==> src/rtl/if_id_stage_pkg.sv <==
// Shared definitions for the IF/ID pipeline stage.
//   OP_TWO_BYTE : opcode of instructions that carry an immediate byte
//   state_t     : capture FSM encoding (S_EMPTY / S_HOLD / S_IMM)
//   DEF_DW/AW   : default instruction and program-counter widths
//   BUB_CNT_W   : width of the bubble performance counter
package if_id_stage_pkg;

  localparam logic [3:0] OP_TWO_BYTE = 4'd12;

  localparam int DEF_DW    = 8;
  localparam int DEF_AW    = 8;
  localparam int BUB_CNT_W = 16;

  typedef enum logic [1:0] {
    S_EMPTY = 2'd0,
    S_HOLD  = 2'd1,
    S_IMM   = 2'd2
  } state_t;

endpackage

==> src/rtl/ifid_bubble_counter.sv <==
// Saturating bubble performance counter for the IF/ID stage.
//   clk    : rising-edge clock
//   reset  : asynchronous, active-low reset (clears the count)
//   enable : count one bubble this edge
//   clear  : synchronous clear, wins over enable
//   cnt    : current count, sticks at all-ones
module ifid_bubble_counter
  import if_id_stage_pkg::*;
(
  input  logic                 clk,
  input  logic                 reset,
  input  logic                 enable,
  input  logic                 clear,
  output logic [BUB_CNT_W-1:0] cnt
);

  logic [BUB_CNT_W-1:0] cnt_r;

  // Count register: clear first, then saturating increment.
  always_ff @(posedge clk or negedge reset) begin
    if (!reset) begin
      cnt_r <= {BUB_CNT_W{1'b0}};
    end else if (clear) begin
      cnt_r <= {BUB_CNT_W{1'b0}};
    end else if (enable && (cnt_r != {BUB_CNT_W{1'b1}})) begin
      cnt_r <= cnt_r + {{(BUB_CNT_W-1){1'b0}}, 1'b1};
    end else begin
      cnt_r <= cnt_r;
    end
  end

  assign cnt = cnt_r;

endmodule

==> src/rtl/if_id_stage.sv <==
// IF/ID pipeline register with two-byte instruction assembly.
// Captures one-byte instructions directly; for opcode OP_TWO_BYTE the first
// byte is held (imm_pending) until the immediate byte arrives. Stall freezes
// everything, flush/intr empty the stage and win over stall and fetch.
// Every output is driven straight from a flop (opcode/brx are fields of one).
//   clk, reset              : clock, async active-low reset
//   instr_in, pc_in         : fetched byte and its address
//   fetch_valid, stall      : fetch handshake / freeze
//   flush, intr             : redirect / interrupt entry (both empty the stage)
//   instr_out, imm_out      : first byte and immediate byte
//   pc_out, pc_next_out     : first-byte address, address after the instruction
//   id_valid, imm_pending   : complete instruction held / waiting for immediate
//   opcode_out, brx_out     : fields of instr_out
//   bubble_cnt              : bubble counter; only counts when the build
//                             defines IFID_BUBBLE_CNT_EN, otherwise constant 0
module if_id_stage
  import if_id_stage_pkg::*;
#(
  parameter int DW = DEF_DW,
  parameter int AW = DEF_AW
) (
  input  logic          clk,
  input  logic          reset,
  input  logic [DW-1:0] instr_in,
  input  logic [AW-1:0] pc_in,
  input  logic          fetch_valid,
  input  logic          stall,
  input  logic          flush,
  input  logic          intr,
  output logic [DW-1:0] instr_out,
  output logic [DW-1:0] imm_out,
  output logic [AW-1:0] pc_out,
  output logic [AW-1:0] pc_next_out,
  output logic          id_valid,
  output logic          imm_pending,
  output logic [3:0]    opcode_out,
  output logic [1:0]    brx_out,
  output logic [15:0]   bubble_cnt
);

  state_t        state_r, state_s;
  logic [DW-1:0] instr_r, instr_s;
  logic [DW-1:0] imm_r, imm_s;
  logic [AW-1:0] pc_r, pc_s;
  logic [AW-1:0] pcn_r, pcn_s;
  logic          valid_r, valid_s;
  logic          pend_r, pend_s;
  logic [3:0]    in_op_s;
  logic [AW-1:0] pc_inc_s;

  assign in_op_s  = instr_in[DW-1 -: 4];
  // Natural AW-bit wrap gives pc+1 modulo 2^AW.
  assign pc_inc_s = pc_in + {{(AW-1){1'b0}}, 1'b1};

  // Next-state and next-register values; everything holds unless changed.
  always_comb begin
    state_s = state_r;
    instr_s = instr_r;
    imm_s   = imm_r;
    pc_s    = pc_r;
    pcn_s   = pcn_r;
    valid_s = valid_r;
    pend_s  = pend_r;
    if (flush || intr) begin
      // Redirect: discard held bytes and whatever is offered this cycle.
      state_s = S_EMPTY;
      instr_s = {DW{1'b0}};
      valid_s = 1'b0;
      pend_s  = 1'b0;
    end else if (stall) begin
      state_s = state_r;
    end else if (fetch_valid) begin
      case (state_r)
        S_EMPTY, S_HOLD: begin
          instr_s = instr_in;
          pc_s    = pc_in;
          if (in_op_s == OP_TWO_BYTE) begin
            valid_s = 1'b0;
            pend_s  = 1'b1;
            state_s = S_IMM;
          end else begin
            pcn_s   = pc_inc_s;
            valid_s = 1'b1;
            state_s = S_HOLD;
          end
        end
        S_IMM: begin
          // Immediate byte completes the instruction; first byte untouched.
          imm_s   = instr_in;
          pcn_s   = pc_inc_s;
          valid_s = 1'b1;
          pend_s  = 1'b0;
          state_s = S_HOLD;
        end
        default: begin
          valid_s = 1'b0;
          pend_s  = 1'b0;
          state_s = S_EMPTY;
        end
      endcase
    end else begin
      // Nothing offered: bubble. A half-assembled instruction keeps waiting.
      valid_s = 1'b0;
      case (state_r)
        S_HOLD:  state_s = S_EMPTY;
        S_IMM:   state_s = S_IMM;
        S_EMPTY: state_s = S_EMPTY;
        default: state_s = S_EMPTY;
      endcase
    end
  end

  // Stage registers.
  always_ff @(posedge clk or negedge reset) begin
    if (!reset) begin
      state_r <= S_EMPTY;
      instr_r <= {DW{1'b0}};
      imm_r   <= {DW{1'b0}};
      pc_r    <= {AW{1'b0}};
      pcn_r   <= {AW{1'b0}};
      valid_r <= 1'b0;
      pend_r  <= 1'b0;
    end else begin
      state_r <= state_s;
      instr_r <= instr_s;
      imm_r   <= imm_s;
      pc_r    <= pc_s;
      pcn_r   <= pcn_s;
      valid_r <= valid_s;
      pend_r  <= pend_s;
    end
  end

  assign instr_out   = instr_r;
  assign imm_out     = imm_r;
  assign pc_out      = pc_r;
  assign pc_next_out = pcn_r;
  assign id_valid    = valid_r;
  assign imm_pending = pend_r;
  assign opcode_out  = instr_r[DW-1 -: 4];
  assign brx_out     = instr_r[DW-5 -: 2];

`ifdef IFID_BUBBLE_CNT_EN
  logic bub_en_s;
  // A bubble is an edge that leaves decode empty while the pipe is moving.
  assign bub_en_s = ~valid_s & ~stall;

  ifid_bubble_counter u_bubble_counter (
    .clk    (clk),
    .reset  (reset),
    .enable (bub_en_s),
    .clear  (1'b0),
    .cnt    (bubble_cnt)
  );
`else
  assign bubble_cnt = 16'd0;
`endif

endmodule
==> config.mk <==
export PLATFORM = sky130hd
export DESIGN_NAME = if_id_stage
export DESIGN_NICKNAME = d
export VERILOG_FILES = /design/src/rtl/if_id_stage_pkg.sv /design/src/rtl/ifid_bubble_counter.sv /design/src/rtl/if_id_stage.sv
export SDC_FILE = /design/constraint.sdc
export NUM_CORES = 1
export LEC_CHECK = 0
export ABC_AREA = 1
export BUFFER_PORTS_ARGS = -buffer_cell sky130_fd_sc_hd__buf_2
export CORE_UTILIZATION = 39
export DETAILED_ROUTE_END_ITERATION = 7
export PLACE_DENSITY_LB_ADDON = 0.08
export SLEW_MARGIN = 30
export SYNTH_ARGS = -nofsm -noshare
export SYNTH_HDL_FRONTEND = slang
export SYNTH_SLANG_ARGS = --single-unit
==> constraint.sdc <==
create_clock -name clk -period 1.8 [get_ports clk]
set_input_delay 0.27 -clock clk [delete_from_list [all_inputs] [get_ports clk]]
set_output_delay 0.27 -clock clk [all_outputs]
set_load 0.02 [all_outputs]
Yosys cells after proc, flatten, opt, wreduce, memory -nomap -nowiden
Index checks and enable logic that the tools add are counted.
- word-level logic and storage cells: 49
- input bits: 22
- flip-flop bits (word level): 36
- output and inout bits: 56
- multiplexer cells: 22
- eq/ne operators: 6
- reductions and logical operators: 11
- $add $sub $neg: 1
- bitwise gates (word level): 2
- operators by type and width (operator ; count):
    $mux 8 ; 5
    $pmux 8 s2 ; 1
    $mux 2 ; 5
    $mux 1 ; 9
    $add 8x1->8 const B ; 1
    $reduce_and 4->1 ; 2
    $reduce_and 3->1 ; 2
    $reduce_bool 2->1 ; 3
    $reduce_and 5->1 ; 1
    $eq 4x4->1 const B ; 1
    $pmux 2 s2 ; 1
    $ne 3x3->1 const B ; 1
    $eq 2x1->1 const B ; 1
    $eq 2x2->1 const B ; 1
    $logic_not 2->1 ; 1
    $ne 2x1->1 const B ; 1
    $ne 2x2->1 const B ; 1
    $not 1->1 ; 2
    $pmux 1 s2 ; 1
    $reduce_or 2->1 ; 1
    $logic_or 1x1->1 ; 1

Logic depth before layout (Yosys ltp)
- depth in word-level cells: 6
- gate-level depth with buffers: 7
- gate-level depth less buffers: 7

Least setup slack after synthesis
No wires, ideal clock.
- path type: register -> register
- from: register state_r[0]
- to: register imm_r[5] (netlist: imm_out[5])
- clock period less this slack: 1.125 ns
- path buffers: 1
- required time: 1.682 ns
- setup slack: 0.675 ns
- stages on the path, launching flop included: 6
- library setup time: 0.118 ns
- arrival time: 1.007 ns
- path through: dfrtp_1 inv_1 nand4_4 buf_6 nand2_1 o21ai_2
- longest elaborated chain between the ends: 2
- RTL lines (element ; line ; source):
    start: declaration ; if_id_stage.sv:41 ; state_t state_r, state_s;
    start signal: assignment ; if_id_stage.sv:124 ; state_r <= state_s;
    $eq 2x2->1 ; if_id_stage.sv:73 ; case (state_r)
    $reduce_and 4->1 (no line) ; - ;
    end signal: assignment ; if_id_stage.sv:118 ; imm_r <= {DW{1'b0}};
    end signal: assignment ; if_id_stage.sv:126 ; imm_r <= imm_s;
    end: declaration ; if_id_stage.sv:43 ; logic [DW-1:0] imm_r, imm_s;
Every way passes these cells.
A chain may end at the register's enable or synchronous reset.

Final worst setup path
- from: register state_r[1]
- to: register pc_r[5] (netlist: pc_out[5])
- longest elaborated chain between the ends: 3
- elaborated cells on any way between the ends: 4
- those cells by class: 1 x eq/ne; 3 x reduce/logical
- RTL lines (element ; line ; source):
    $eq 2x1->1 / $logic_not 2->1 (equally long branches) ; if_id_stage.sv:73 ;
    $reduce_or 2->1 (*) ; if_id_stage.sv:73 ;
    $reduce_and 4->1 (no line) (*) ; - ;
    end signal: assignment ; if_id_stage.sv:119 ; pc_r <= {AW{1'b0}};
    end signal: assignment ; if_id_stage.sv:127 ; pc_r <= pc_s;
    end: declaration ; if_id_stage.sv:44 ; logic [AW-1:0] pc_r, pc_s;
Mark *: on every way between the ends. The rest lies on a longest branch, timed or not.

==> metrics.yaml <==
start_util_pct: 41.4
maxSlewViolCount: 0
p_switching_uw: 631
max_freq_mhz: 739
numCtsBuffers: 5
synth.area.top_cells: "dfrtp_1 48%, nand2_1 12%, buf_4 9.5%"
power.share.switching_pct: 30.0
async_flop_share_pct: 100
dp_hpwl_mm: 2.67
startpoint_type: "flip-flop"
die-area_um2: 4960
clockBufferDepth: 2
internal_power_mw: 1.47
placed_cell_area_um2: 2070
worst_setup_path_end_kind: "flip-flop"
insertion_delay_ns: 0.28
globalplace.congestion: 0.740
numClockSinks: 35
synthFlopType: "dfrtp_1"
drive_gt1_share_pct: 36.8
yosysMostFrequentCell: "nand2_1"
syn_to_final_growth_pct: 19.9
grt_antenna_before_repair: 0
power_leakage_nw: 1.24
cp-startpoint: "state_r[1]$_DFFE_PN0P_"
fp.dieW_um: 70.4
synth_edf_count: 0
hold_buffers: 0
vias: 1412
yosysTopAreaCellShare_pct: 47.9
hold_slack_ns: 0.0143
arrival_ns: 1.53
syn_area_per_cell_um2: 8.91
diodes: 0
combPwrFrac_pct: 21.6
grt_max_degree: 36
netlist_instances: 205
finalSetupViolCount: 0
grt_pass1_vias: 1300
worstMarginPinSlew_ns: 0.593
core_area_um2: 4410
synth-seq-area-share_pct: 47.9
slowest_stage: "dfrtp_1"
tns_ns: 0
drt-initial-drc-count: 34
portBuffers: 61
clock_power_share_pct: 34.4
netlist_area_um2: 1830
crit_buf_inv: 2
wl_per_cell_um: 11.1
utilization_pct: 49.6
rsz0062_at_grt: "false"
path_clk_slew_ns: 0.07
crit_path_max_fanout: 12
slew-limit-headroom_pct: 60.2
cts_tree: "built"
fin_area_um2: 2190
skew_ns: 0.00540
yosysUniqueCellTypes: 23
yosysWarnings: 0
path_delay_family: "flip-flops"
synth_top_area_cell: "dfrtp_1"
nets: 288
min_period_ns: 1.35
critical_path_required_ns: 1.97
via_per_inst: 4.44
hold_path.class: "in2async"
powerDensity_nw_per_um2: 959
drc: 0
finalCritPeriodShare_pct: 75.2
die_y_um: 70.4
synth.cells.most_frequent: "58 x nand2_1, 35 x dfrtp_1, 26 x inv_1"
max-vdd-ir-drop_uv: 604
cap_violations: 0
grt_usage_pct: 15.5
post_cts_resized: 0
ys_ff_latch: 35
boundaryPins: 78
rows: 24
hold_viol_final: 0
first_pass_iters: 4
crit_path_cell_trace: "inv_2 > nand3_2 > buf_4 > nand2_1 > o21ai_2"
outcome: "complete, no violations"
path_class: "reg2reg"
grt-ovfl-total: 0
cts_setup_buffers: 0
r2r-start: "state_r[1]$_DFFE_PN0P_"
htreeDepth: 2
cts_root_buf: "clkbuf_8"
wl_mm: 3.53
finalPower_mw: 2.10
ant_nets: 0
p_seq_share_pct: 44.0
cpPeakStageDelay_ns: 0.45
grt_pass1_wl_mm: 6.02
[cell type report]
cell class | instances | area, um2
multi-input combinational | 130 | 699
inverter | 30 | 113
clock inverter | 2 | 35.0
tap | 52 | 65.1
sequential | 35 | 876
timing repair buffer | 63 | 320
clock buffer | 6 | 82.6
fill | 462 | 2220
[kinds of logic (layout without fill, tap and decap cells)]
| logic type | after synthesis | count (layout) | synth area share [%] |
|---|---|---|---|
| and+or+nand+nor | 81 | 81 | 21.4 |
| xor gates and xnor gates | 3 | 3 | 1.44 |
| AOI/OAI and AO/OA | 29 | 29 | 11.5 |
| other | 1 | 16 | 0.205 |
| adders and majority gates | 1 | 1 | 0.685 |
| DFF | 35 | 35 | 47.9 |
| buffers and inverters | 55 | 101 | 16.8 |
[cells in the final DEF, fill, tap and decap left out]
cell type / synthesis / final
a21oi_1: 1 / 1
buf_2: 0 / 61
buf_4: 23 / 2
bufinv_16: 0 / 1
clkbuf_8: 0 / 6
clkinv_2: 0 / 1
conb_1: 1 / 16
dfrtp_1: 35 / 35
ha_1: 1 / 1
inv_1: 26 / 26
inv_2: 4 / 4
nand2_1: 58 / 58
nand2_2: 1 / 1
nand3_1: 7 / 7
nand3_2: 3 / 3
nand3_4: 1 / 1
nand4_1: 1 / 1
nand4_4: 1 / 1
nor2_1: 6 / 6
nor2_4: 3 / 3
o21ai_0: 4 / 4
o21ai_1: 1 / 1
o21ai_2: 14 / 14
o21bai_1: 1 / 1
o22ai_1: 8 / 8
xor2_1: 3 / 3
[final timing paths]
check / slack, ns / to / depth (start not counted)
setup / recovery: 0.45 / pc_out[5]$_DFFE_PN0P_ / 5
hold / removal: 0.01 / imm_out[5]$_DFFE_PN0P_ / 2
setup reg to reg: 0.45 / pc_out[5]$_DFFE_PN0P_ / 5
hold reg to reg: 0.47 / pc_next_out[3]$_DFFE_PN0P_ / 2
max in group asynchronous: 1.47 / pc_next_out[3]$_DFFE_PN0P_ / 2
min in group clk: 0.25 / imm_out[1]$_DFFE_PN0P_ / 3
[worst reg2reg max path: cells and delay by family, from the launching register on]
kind	cells	cell delay [ns]
compound gates	1	0.05
buf+inv	2	0.42
flops	1	0.45
simple gates	2	0.32
[metrics by stage]
stage               std cells  setup slack (ns)
global placement          310             0.424
global route              318             0.344
finish                    318             0.447
floorplan                 220             0.675
CTS                       318             0.423
detailed placement        310             0.389
[power by group through the flow]
stage | Sequential (mW) | Clock (mW) | Combinational, mW
after floorplan | 1.05 | 0 | 0.207
after global placement | 0.941 | 0 | 0.454
after detailed placement | 0.939 | 0 | 0.457
after CTS | 0.926 | 0.747 | 0.461
after global routing | 0.937 | 0.789 | 0.499
final | 0.924 | 0.722 | 0.455
[metal layers]
layer	share of wire, %	vias to the layer above	GRT usage, %
li1	-	721	-
met1	49	639	21.0
met2	44	47	23.8
met3	6.2	5	5.48
met4	0.85	0	3.33
met5	0	-	0
[registers in the layout, summed over array words and instances (netlist names)]
register,count
imm_out,8
imm_pending,1
instr_out,8
pc_next_out,8
pc_out,8
state_r,2
Power figures use the tool's default switching activity.
